[config.mk]
export PLATFORM = sky130hd
export DESIGN_NAME = biquad8_zero_fir_coeff_seq
export DESIGN_NICKNAME = d
export VERILOG_FILES = /design/src/rtl/biquad_ctrl_pkg.sv /design/src/rtl/biquad_wait_cnt.sv /design/src/rtl/biquad8_zero_fir_coeff_seq.sv
export SDC_FILE = /design/constraint.sdc
export NUM_CORES = 1
export LEC_CHECK = 0
export ABC_AREA = 1
export CORE_ASPECT_RATIO = 1.25
export CORE_MARGIN = 2
export CORE_UTILIZATION = 25
export CTS_BUF_LIST = sky130_fd_sc_hd__clkbuf_4 sky130_fd_sc_hd__clkbuf_8
export CTS_CLUSTER_DIAMETER = 150
export DETAILED_ROUTE_END_ITERATION = 8
export GPL_TIMING_DRIVEN = 0
export HOLD_SLACK_MARGIN = 0.05
export MAX_ROUTING_LAYER = met4
export PLACE_DENSITY = 0.52
export REMOVE_ABC_BUFFERS = 1
export SYNTH_ARGS = -nofsm -noshare
export SYNTH_HDL_FRONTEND = slang
export SYNTH_SLANG_ARGS = --single-unit
[constraint.sdc]
create_clock -name clk -period 2.4 [get_ports clk]
set_clock_uncertainty 0.15 [all_clocks]
set_input_delay 0.36 -clock clk [delete_from_list [all_inputs] [get_ports clk]]
set_output_delay 0.36 -clock clk [all_outputs]
set_load 0.005 [all_outputs]
[src/rtl/biquad_ctrl_pkg.sv]
`default_nettype none
// ============================================================================
//  Module      : biquad_ctrl_pkg
//  Description : Shared types and default constants for the biquad control
//                path. Holds the coefficient-sequencer state encoding and the
//                FIR pipeline delays used as parameter defaults.
//  Contents    : coeff_seq_state_t, COEFF_BITS_DEF, FIR_BYP_DLY,
//                FIR_SETTLE_DLY
//  Revision    : 1.0 - initial release
// ============================================================================
package biquad_ctrl_pkg;

    typedef enum logic [2:0] {
        IDLE    = 3'd0,
        BYP_ON  = 3'd1,
        WR_B    = 3'd2,
        WR_A    = 3'd3,
        UPD     = 3'd4,
        SETTLE  = 3'd5,
        BYP_OFF = 3'd6
    } coeff_seq_state_t;

    localparam int COEFF_BITS_DEF = 18;  // Q4.14, matches FIR coeff_dat_i
    localparam int FIR_BYP_DLY    = 3;   // bypass_o change -> FIR output bypassed
    localparam int FIR_SETTLE_DLY = 4;   // coeff_update -> new coeffs at FIR output

endpackage
`default_nettype wire

[src/rtl/biquad_wait_cnt.sv]
`default_nettype none
// ============================================================================
//  Module      : biquad_wait_cnt
//  Description : Loadable down-counter that saturates at zero. A wait state
//                loads (delay-1) on entry and leaves when o_zero is seen.
//  Ports       : clk, rst      - clock, asynchronous active-high reset
//                i_load        - load i_load_val this clock
//                i_load_val    - reload value
//                o_zero        - counter currently at zero
//  Revision    : 1.0 - initial release
// ============================================================================
module biquad_wait_cnt #(
    parameter int CNT_BITS = 4
) (
    input  logic                clk,
    input  logic                rst,
    input  logic                i_load,
    input  logic [CNT_BITS-1:0] i_load_val,
    output logic                o_zero
);

    logic [CNT_BITS-1:0] r_cnt;

    always_ff @(posedge clk or posedge rst) begin
        if (rst) begin
            r_cnt <= '0;
        end else if (i_load) begin
            r_cnt <= i_load_val;
        end else if (r_cnt != '0) begin
            r_cnt <= r_cnt - 1'b1;
        end
    end

    assign o_zero = (r_cnt == '0);

endmodule
`default_nettype wire

[src/rtl/biquad8_zero_fir_coeff_seq.sv]
`default_nettype none
// ============================================================================
//  Module      : biquad8_zero_fir_coeff_seq
//  Description : Loads one (b, a) coefficient pair per valid/ready handshake
//                into the zero-FIR serial coefficient port (b, a, update) and
//                drives the FIR bypass input.
//                Build option BIQUAD_COEFF_SEQ_BYPASS_EN: wraps every swap in
//                a bypass window and keeps the FIR bypassed until the first
//                pair has been loaded. Without it the bypass output is only
//                the registered host request.
//  Ports       : clk, rst        - clock, asynchronous active-high reset
//                req_valid_i/req_ready_o/req_b_i/req_a_i - pair handshake
//                bypass_req_i    - host bypass request (level)
//                coeff_dat_o/coeff_wr_o/coeff_update_o - FIR coeff port
//                bypass_o        - FIR bypass
//                loaded_o        - a pair has completed since reset
//                done_o          - sequence complete pulse
//  Revision    : 1.0 - initial release
// ============================================================================
module biquad8_zero_fir_coeff_seq
    import biquad_ctrl_pkg::*;
#(
    parameter int COEFF_BITS = COEFF_BITS_DEF,
    parameter int BYP_DLY    = FIR_BYP_DLY,
    parameter int SETTLE_DLY = FIR_SETTLE_DLY,
    parameter int CNT_BITS   = 4     // 2**CNT_BITS must exceed both delays
) (
    input  logic                  clk,
    input  logic                  rst,
    input  logic                  req_valid_i,
    output logic                  req_ready_o,
    input  logic [COEFF_BITS-1:0] req_b_i,
    input  logic [COEFF_BITS-1:0] req_a_i,
    input  logic                  bypass_req_i,
    output logic [COEFF_BITS-1:0] coeff_dat_o,
    output logic                  coeff_wr_o,
    output logic                  coeff_update_o,
    output logic                  bypass_o,
    output logic                  loaded_o,
    output logic                  done_o
);

    // A wait state of N clocks loads N-1; delays of 0 and 1 both give one clock.
    localparam logic [CNT_BITS-1:0] c_BYP_LOAD    = CNT_BITS'((BYP_DLY    > 0) ? BYP_DLY    - 1 : 0);
    localparam logic [CNT_BITS-1:0] c_SETTLE_LOAD = CNT_BITS'((SETTLE_DLY > 0) ? SETTLE_DLY - 1 : 0);

    coeff_seq_state_t        r_state;
    coeff_seq_state_t        w_next;
    logic [COEFF_BITS-1:0]   r_b;
    logic [COEFF_BITS-1:0]   r_a;
    logic [COEFF_BITS-1:0]   r_coeff_dat;
    logic [COEFF_BITS-1:0]   w_b_src;
    logic                    r_coeff_wr;
    logic                    r_coeff_upd;
    logic                    r_bypass;
    logic                    r_loaded;
    logic                    r_done;
    logic                    w_accept;
    logic                    w_seq_end;
    logic                    w_cnt_load;
    logic [CNT_BITS-1:0]     w_cnt_load_val;
    logic                    w_cnt_zero;

    assign req_ready_o = (r_state == IDLE) && !rst;
    assign w_accept    = req_valid_i && (r_state == IDLE);

    // ---------------------------------------------------------------- next state
    always_comb begin
        w_next = r_state;
        case (r_state)
            IDLE: begin
                if (w_accept) begin
`ifdef BIQUAD_COEFF_SEQ_BYPASS_EN
                    w_next = BYP_ON;
`else
                    w_next = WR_B;
`endif
                end
            end
            BYP_ON:  if (w_cnt_zero) w_next = WR_B;
            WR_B:    w_next = WR_A;
            WR_A:    w_next = UPD;
            UPD:     w_next = SETTLE;
            SETTLE: begin
                if (w_cnt_zero) begin
`ifdef BIQUAD_COEFF_SEQ_BYPASS_EN
                    w_next = BYP_OFF;
`else
                    w_next = IDLE;
`endif
                end
            end
            BYP_OFF: if (w_cnt_zero) w_next = IDLE;
            default: w_next = IDLE;
        endcase
    end

    assign w_seq_end      = (r_state != IDLE) && (w_next == IDLE);
    assign w_cnt_load     = (w_next != r_state) &&
                            ((w_next == BYP_ON) || (w_next == SETTLE) || (w_next == BYP_OFF));
    assign w_cnt_load_val = (w_next == SETTLE) ? c_SETTLE_LOAD : c_BYP_LOAD;
    // Outputs are registered against the next state, so WR_B entered straight
    // from IDLE must take b from the port rather than the latch being written.
    assign w_b_src        = (r_state == IDLE) ? req_b_i : r_b;

    biquad_wait_cnt #(
        .CNT_BITS (CNT_BITS)
    ) u_wait_cnt (
        .clk        (clk),
        .rst        (rst),
        .i_load     (w_cnt_load),
        .i_load_val (w_cnt_load_val),
        .o_zero     (w_cnt_zero)
    );

`ifdef BIQUAD_COEFF_SEQ_BYPASS_EN
    // Set once a coefficient set has fully settled in the FIR; until then the
    // FIR output is meaningless and must stay bypassed. It flips on BYP_OFF
    // entry so the unbypass propagates before done_o is raised.
    logic r_armed;
    logic w_seq_byp_next;

    assign w_seq_byp_next = (w_next == BYP_ON) || (w_next == WR_B) || (w_next == WR_A) ||
                            (w_next == UPD)    || (w_next == SETTLE);
`endif

    // ---------------------------------------------------------------- registers
    always_ff @(posedge clk or posedge rst) begin
        if (rst) begin
            r_state     <= IDLE;
            r_b         <= '0;
            r_a         <= '0;
            r_coeff_dat <= '0;
            r_coeff_wr  <= 1'b0;
            r_coeff_upd <= 1'b0;
            r_loaded    <= 1'b0;
            r_done      <= 1'b0;
`ifdef BIQUAD_COEFF_SEQ_BYPASS_EN
            r_armed     <= 1'b0;
            r_bypass    <= 1'b1;
`else
            r_bypass    <= 1'b0;
`endif
        end else begin
            r_state <= w_next;
            if (w_accept) begin
                r_b <= req_b_i;
                r_a <= req_a_i;
            end
            if (w_next == WR_B) begin
                r_coeff_dat <= w_b_src;
            end else if (w_next == WR_A) begin
                r_coeff_dat <= r_a;
            end
            r_coeff_wr  <= (w_next == WR_B) || (w_next == WR_A);
            r_coeff_upd <= (w_next == UPD);
            r_done      <= w_seq_end;
            r_loaded    <= r_loaded | w_seq_end;
`ifdef BIQUAD_COEFF_SEQ_BYPASS_EN
            r_armed     <= r_armed | (w_next == BYP_OFF);
            r_bypass    <= bypass_req_i | w_seq_byp_next |
                           ~(r_armed | (w_next == BYP_OFF));
`else
            r_bypass    <= bypass_req_i;
`endif
        end
    end

    assign coeff_dat_o    = r_coeff_dat;
    assign coeff_wr_o     = r_coeff_wr;
    assign coeff_update_o = r_coeff_upd;
    assign bypass_o       = r_bypass;
    assign loaded_o       = r_loaded;
    assign done_o         = r_done;

endmodule
`default_nettype wire

==> impl_results.md, run 1 <==
- Status: completed
- Distinct cells, synth: 27
- Detail Placement HPWL: between 4000 and 5000 um
- Core area: 12,220 um^2
- Pwr dens: between 1000 and 1500 nW/um^2
- DIE AREA: about 13,000 um^2
- Most frequent cells in the layout: nand2_1 (202), dfrtp_1 (64), clkdlybuf4s50_1 (62), o21ai_0 (36), inv_1 (24)
- Peak VDD IR: between 0.4 and 0.5 mV
- Die height: roughly 130 um
- Final design utilization: 0.3393
- Leak: about 2.1 nW
- Top cell type's share of synthesized area: 0.5261
- Syn Inst Count: ~400
- Crit start category: flop
- Fmax achieved: roughly 0.45 GHz
- Rows: 45
- CP max FO: 56
- Maxcap violations: 0
- Nets@finish: between 400 and 500
- Sequential cell area fraction in the yosys report: 0.5261
- Inserted Clock Buffers: 9
- Final Max Tran Viols: 0
- CP Data Required Time: between 2 and 3 ns
- Met2 Wirelength: 3564 um
- P&R area growth vs syn: 32.04%
- Total Power: between 5 and 6 mW
- Slew headroom: 0.4288
- Slew @ Worst Pin: 0.8568 ns
- Register bit total from synthesis: 66
- Yosys warns: 0
- Initial antenna violation count: 0
- Remaining antenna violation count after routing: 0
- GRT overflow: 0
- WL met3: about 280 um
- Yosys top cell by area: dfrtp_1
- Ports: 64
- Total Wirelength: 7863 um
- Bufs on Longest Clock Path: 2
- GR Util All Layers: 0.1270
- Iter 0 DRT Violations: between 100 and 150
- Port Buffers: between 60 and 70
- Crit path DAT: around 2.3 ns
- M1 WL: 3795 um
- DRT Pass-1 Iters: 7
- ANT cells: 0
- FF/Latch Area: between 1500 and 2000 um^2
- Share of post-route cells with drive strength above 1: 0.1231
- Fillers: ~1,300
- CTS clock-pin slew for the worst setup and hold paths: ~0.070 ns
- RSZ-0062 raised after global routing: yes
- Tcrit/Tclk final: 0.9192
- Hold Violations, Final: 0
- Vias in the first global route: ~2,700
- Post-Syn Area per Cell: 7.927 um^2
- CTS tree: done
- Routed WL per cell: roughly 13 um
- Synth Cell Area: around 3100 um^2
- Crit end category: flop
- Top Metal Used: met4
- DRC viols: 0
- Root Buffer: clkbuf_8
- Post-DR vias/cell: around 4.2
- Starting Density: 0.2569
- Detailed-route via count: between 2,000 and 3,000
- Worst-skew pair later-pin latency: ~0.34 ns
- Area of the multi-input gates: roughly 1300 um^2
- Horiz. Die Dim: between 100 and 150 um
- Largest net degree at the start of global routing: 67
- Most common cell after layout, fill and taps aside: nand2_1
- Crit path time final: about 2.2 ns
- First-pass GRT wire length: 12,900 um
- Routability congestion estimate: 0.7212
- H-tree levels: 3
- Worst setup path class: flop to flop
- Clk sinks: 66
- Setup-failing EPs final: 0
- Tightest Hold Check Type: input port to flop
- Synth area leaders: dfrtp_1 (53%), nand2_1 (24%), o21ai_0 (5.7%)
-- worst max-delay path, cell delays in order (launching register included) --
cell	delay, ns
dfrtp_1	0.49
inv_4	0.19
nand3_4	0.49
nand2_2	0.25
nor2_4	0.06
nor2_8	0.30
nand2_1	0.10
nand2_1	0.08
-- layer usage --
layer  up-vias  global-route usage
met5         -                   -
met4         0             0.06041
met3        18             0.02817
met2        66              0.2009
met1      1208              0.1550
li1       1331                   -
-- path summary, 6_finish.rpt --
check	startpoint	end	slack, ns	cells after the start
setup / recovery	r_state[2]$_DFF_PP0_	coeff_dat_o[10]$_DFFE_PP0P_	0.19	7
hold / removal	bypass_req_i	bypass_o$_DFF_PP0_	0.31	1
setup reg to reg	r_state[2]$_DFF_PP0_	coeff_dat_o[10]$_DFFE_PP0P_	0.19	7
hold reg to reg	loaded_o$_DFF_PP0_	loaded_o$_DFF_PP0_	0.32	1
max in group asynchronous	rst	r_state[1]$_DFF_PP0_	1.04	2
min in group asynchronous	rst	r_a[8]$_DFFE_PP0P_	0.44	2
-- where the power goes --
part           switching [mW]  total, mW  internal [mW]
combinational            1.44       2.40          0.954
clock                   0.430       1.00          0.571
sequential              0.289       1.88           1.59
-- cell usage after synthesis --
library cell / number
dfrtp_1: 66
xor2_1: 1
o211ai_1: 1
nand2_4: 2
buf_8: 2
nand3b_1: 1
nor2_4: 3
nand2_2: 14
buf_2: 5
nor2_1: 8
o21ai_0: 36
inv_4: 2
nand2_1: 203
inv_2: 5
nand3_2: 2
a21oi_2: 1
nand3_1: 3
nor3_1: 1
inv_1: 25
buf_6: 3
clkbuf_1: 4
or2_2: 1
buf_4: 2
nor2_8: 1
nor2_2: 1
a21oi_1: 2
ha_1: 1
-- cell type report --
class | count | share of cell area
clock buffer | 14 | 0.04196
multi-input combinational | 283 | 0.3091
clock inverter | 2 | 0.008452
tap | 164 | 0.04950
timing repair buffer | 66 | 0.1612
sequential | 66 | 0.3990
inverter | 32 | 0.03079
-- metrics by stage --
stage	cells	setup TNS (ns)	cell area (um^2)	hold slack, ns	worst slack [ns]
3_3_place_gp	607	-96.55	3856	0.3049	-1.158
4_1_cts	623	-10.80	4068	0.2946	-0.3042
6_report	627	0	4145	0.3107	0.1939
5_1_grt	627	-0.04022	4145	0.3021	-0.03754
3_5_place_dp	607	-18.99	3859	0.3091	-0.5071
2_1_floorplan	380	0	3020	0.2414	0.2352
-- logic make-up after synthesis --
logic type	Yosys count	share of synthesized area
buf+inv	48	0.07772
flops	66	0.5261
xor+xnor	1	0.002790
fa+ha+maj	1	0.003985
compound gates	40	0.06576
simple gates	240	0.3236
-- registers in the layout, summed over array words and instances, names as in the netlist --
| name | cells |
|---|---|
| coeff_dat_o | 18 |
| r_a | 18 |
| r_b | 18 |
| u_wait_cnt.r_cnt | 4 |
| r_state | 3 |
| bypass_o | 1 |
| coeff_update_o | 1 |
| coeff_wr_o | 1 |
| done_o | 1 |
| loaded_o | 1 |
-- repair_timing --
item                                    CTS  global route
buffers inserted                          0             3
resized for setup                         0             8
cloned                                    0             1
endpoints found under the setup margin   39            55
pin swaps                                 0             4
hold buffers                              0             0
(Power assumes the default switching activity.)
==> run 2: changes to the inputs <==
Settings changed: CORE_UTILIZATION 25 to 45, HOLD_SLACK_MARGIN 0.05 to 0.02, PLACE_DENSITY 0.52 to 0.78.
==> run 2 against run 1 <==
Net effect: die area is 43% lower; routed wire length is 16% lower; register-to-register slack better by 0.02 ns; maximum frequency is 6.6% lower; non-clock buffer count is 1 lower; design area is 2.3% lower; global-route usage is 6.5 points higher; worst hold slack worse by 0.0056 ns.
==> impl_results.md, run 2 (same netlist as run 1, synthesis figures left out) <==
- Status: completed
- Core area: about 7000 um^2
- CP max FO: 36
- Worst path most repeated cell: nor2_4
- Crit path DAT: ~1.9 ns
- Worst reg2reg startpoint: r_state[0]$_DFF_PP0_
- Routed WL per cell: between 10 and 15 um
- Iter 0 DRT Violations: around 140
- Detail Placement HPWL: around 4100 um
- Critical-path cell list: nor2_4 -> nand2_8 -> nor2_4 -> clkdlybuf4s50_1
- Placed cell count: approximately 530
- Detailed-route via count: around 2,600
- Hold Violations, Final: 0
- Cell family with most CP delay: simple AND/OR/NAND/NOR gates
- Non-Filler Instances: between 500 and 600
- Crit Reg-Reg Endpoint: r_a[2]$_DFFE_PP0P_
- Leak: between 2 and 2.5 nW
- Crit start category: flop
- Bufs on Longest Clock Path: 2
- # hold bufs at CTS: 0
- Pwr dens: roughly 1300 nW/um^2
- Tcrit/Tclk final: 0.9844
- DIE AREA: 7664 um^2
- Crit path time final: between 2 and 2.5 ns
- Hold_ws: roughly 0.31 ns
- Max incr delay on CP: 0.50 ns
- Root Buffer: clkbuf_8
- Fillers: about 640
- Maxcap violations: 0
- Slew @ Worst Pin: approximately 0.62 ns
- Vias in the first global route: between 2,000 and 3,000
- Final Cell Area: 4051 um^2
- ANT cells: 0
- Tightest Hold Check Type: input port to asynchronous set/reset pin
- Clk sinks: 66
- Port Buffers: 63
- Worst-skew pair later-pin latency: ~0.34 ns
- Reg2reg setup slack: 0.21 ns
- Starting Density: 0.4583
- Area of the multi-input gates: roughly 1300 um^2
- Fmax achieved: 0.4233 GHz
- CTS clock-pin slew for the worst setup and hold paths: about 0.07 ns
- Place WS: -0.4202 ns
- DRT Pass-1 Iters: 4
- Largest net degree at the start of global routing: 57
- H-tree levels: 3
- CP Data Required Time: ~1.9 ns
- GRT overflow: 0
- Inserted Clock Buffers: 9
- Total Power: between 5 and 6 mW
- Initial antenna violation count: 0
- Placed cell area: roughly 3800 um^2
- Total Wirelength: ~6600 um
- Ports: 64
- GR Util All Layers: 0.1919
- Crit end category: output port
- Die height: 97.38 um
- Most common cell after layout, fill and taps aside: nand2_1
- CP bufs+invs: 1
- RSZ-0062 raised after global routing: yes
- Final worst slack: roughly 0.038 ns
- FF/Latch Area: ~1700 um^2
- Horiz. Die Dim: 78.71 um
- Final Max Tran Viols: 0
- Post-DR vias/cell: approximately 4.8
- Most frequent cells in the layout: nand2_1 (202), dfrtp_1 (65), clkdlybuf4s50_1 (63), o21ai_0 (36), inv_1 (24)
- Nets@finish: between 400 and 500
- First-pass GRT wire length: between 10,000 and 15,000 um
- Setup-failing EPs final: 0
- R2R depth: 5
- Slew headroom: 0.5876
- Routability congestion estimate: ~0.73
- Worst setup path class: flop to output port
- CTS tree: done
- P&R area growth vs syn: 29.06%
- Peak VDD IR: around 0.55 mV
- DRC viols: 0
- Remaining antenna violation count after routing: 0
- Share of post-route cells with drive strength above 1: 0.1171
- CP max-delay cell: clkdlybuf4s50_1
- Rows: 34
[run 2: metrics by stage]
step                      utilization  setup TNS (ns)
final                          0.5915               0
after floorplan                     -               0
after CTS                      0.5881       -0.005330
after global routing           0.5915        -0.05578
after global placement         0.5495          -72.66
after detailed placement       0.5524          -14.09
[run 2: worst max path at each step]
stage / start / end / slack, ns / cells past startpoint
after global placement: rst / r_b[6]$_DFFE_PP0P_ / -0.91 / 2
after detailed placement: req_valid_i / coeff_dat_o[16]$_DFFE_PP0P_ / -0.42 / 7
after CTS: r_state[1]$_DFF_PP0_ / req_ready_o / -0.005 / 4
after floorplan: rst / bypass_o$_DFF_PP0_ / 0.24 / 1
after global routing: r_state[0]$_DFF_PP0_ / req_ready_o / -0.05 / 4
final: r_state[0]$_DFF_PP0_ / req_ready_o / 0.04 / 4
[run 2: timing repair]
action,CTS,global route
endpoints found under the hold margin,0,0
endpoints found under the setup margin,39,18
pin swaps,0,2
resized for setup,3,5
setup buffers,0,1
[run 2: area by class of cell]
type | instances | share of cell area
Clock buffer | 11 | 0.03582
Clock inverter | 5 | 0.01915
Inverter | 32 | 0.03088
Multi-Input combinational cell | 282 | 0.3159
Sequential cell | 66 | 0.4080
Tap cell | 90 | 0.02779
Timing Repair Buffer | 65 | 0.1624
[run 2: routing by layer]
metal	part of all wire	vias to the layer above	track usage
met1	0.43	1218	0.2238
li1	-	1320	-
met5	0	-	-
met2	0.50	66	0.3116
met4	0.023	0	0.09312
met3	0.050	18	0.04275
[run 2: report_power, final]
part,internal [mW],switching (mW)
clock network,0.621,0.416
logic,0.908,1.37
registers,1.59,0.301
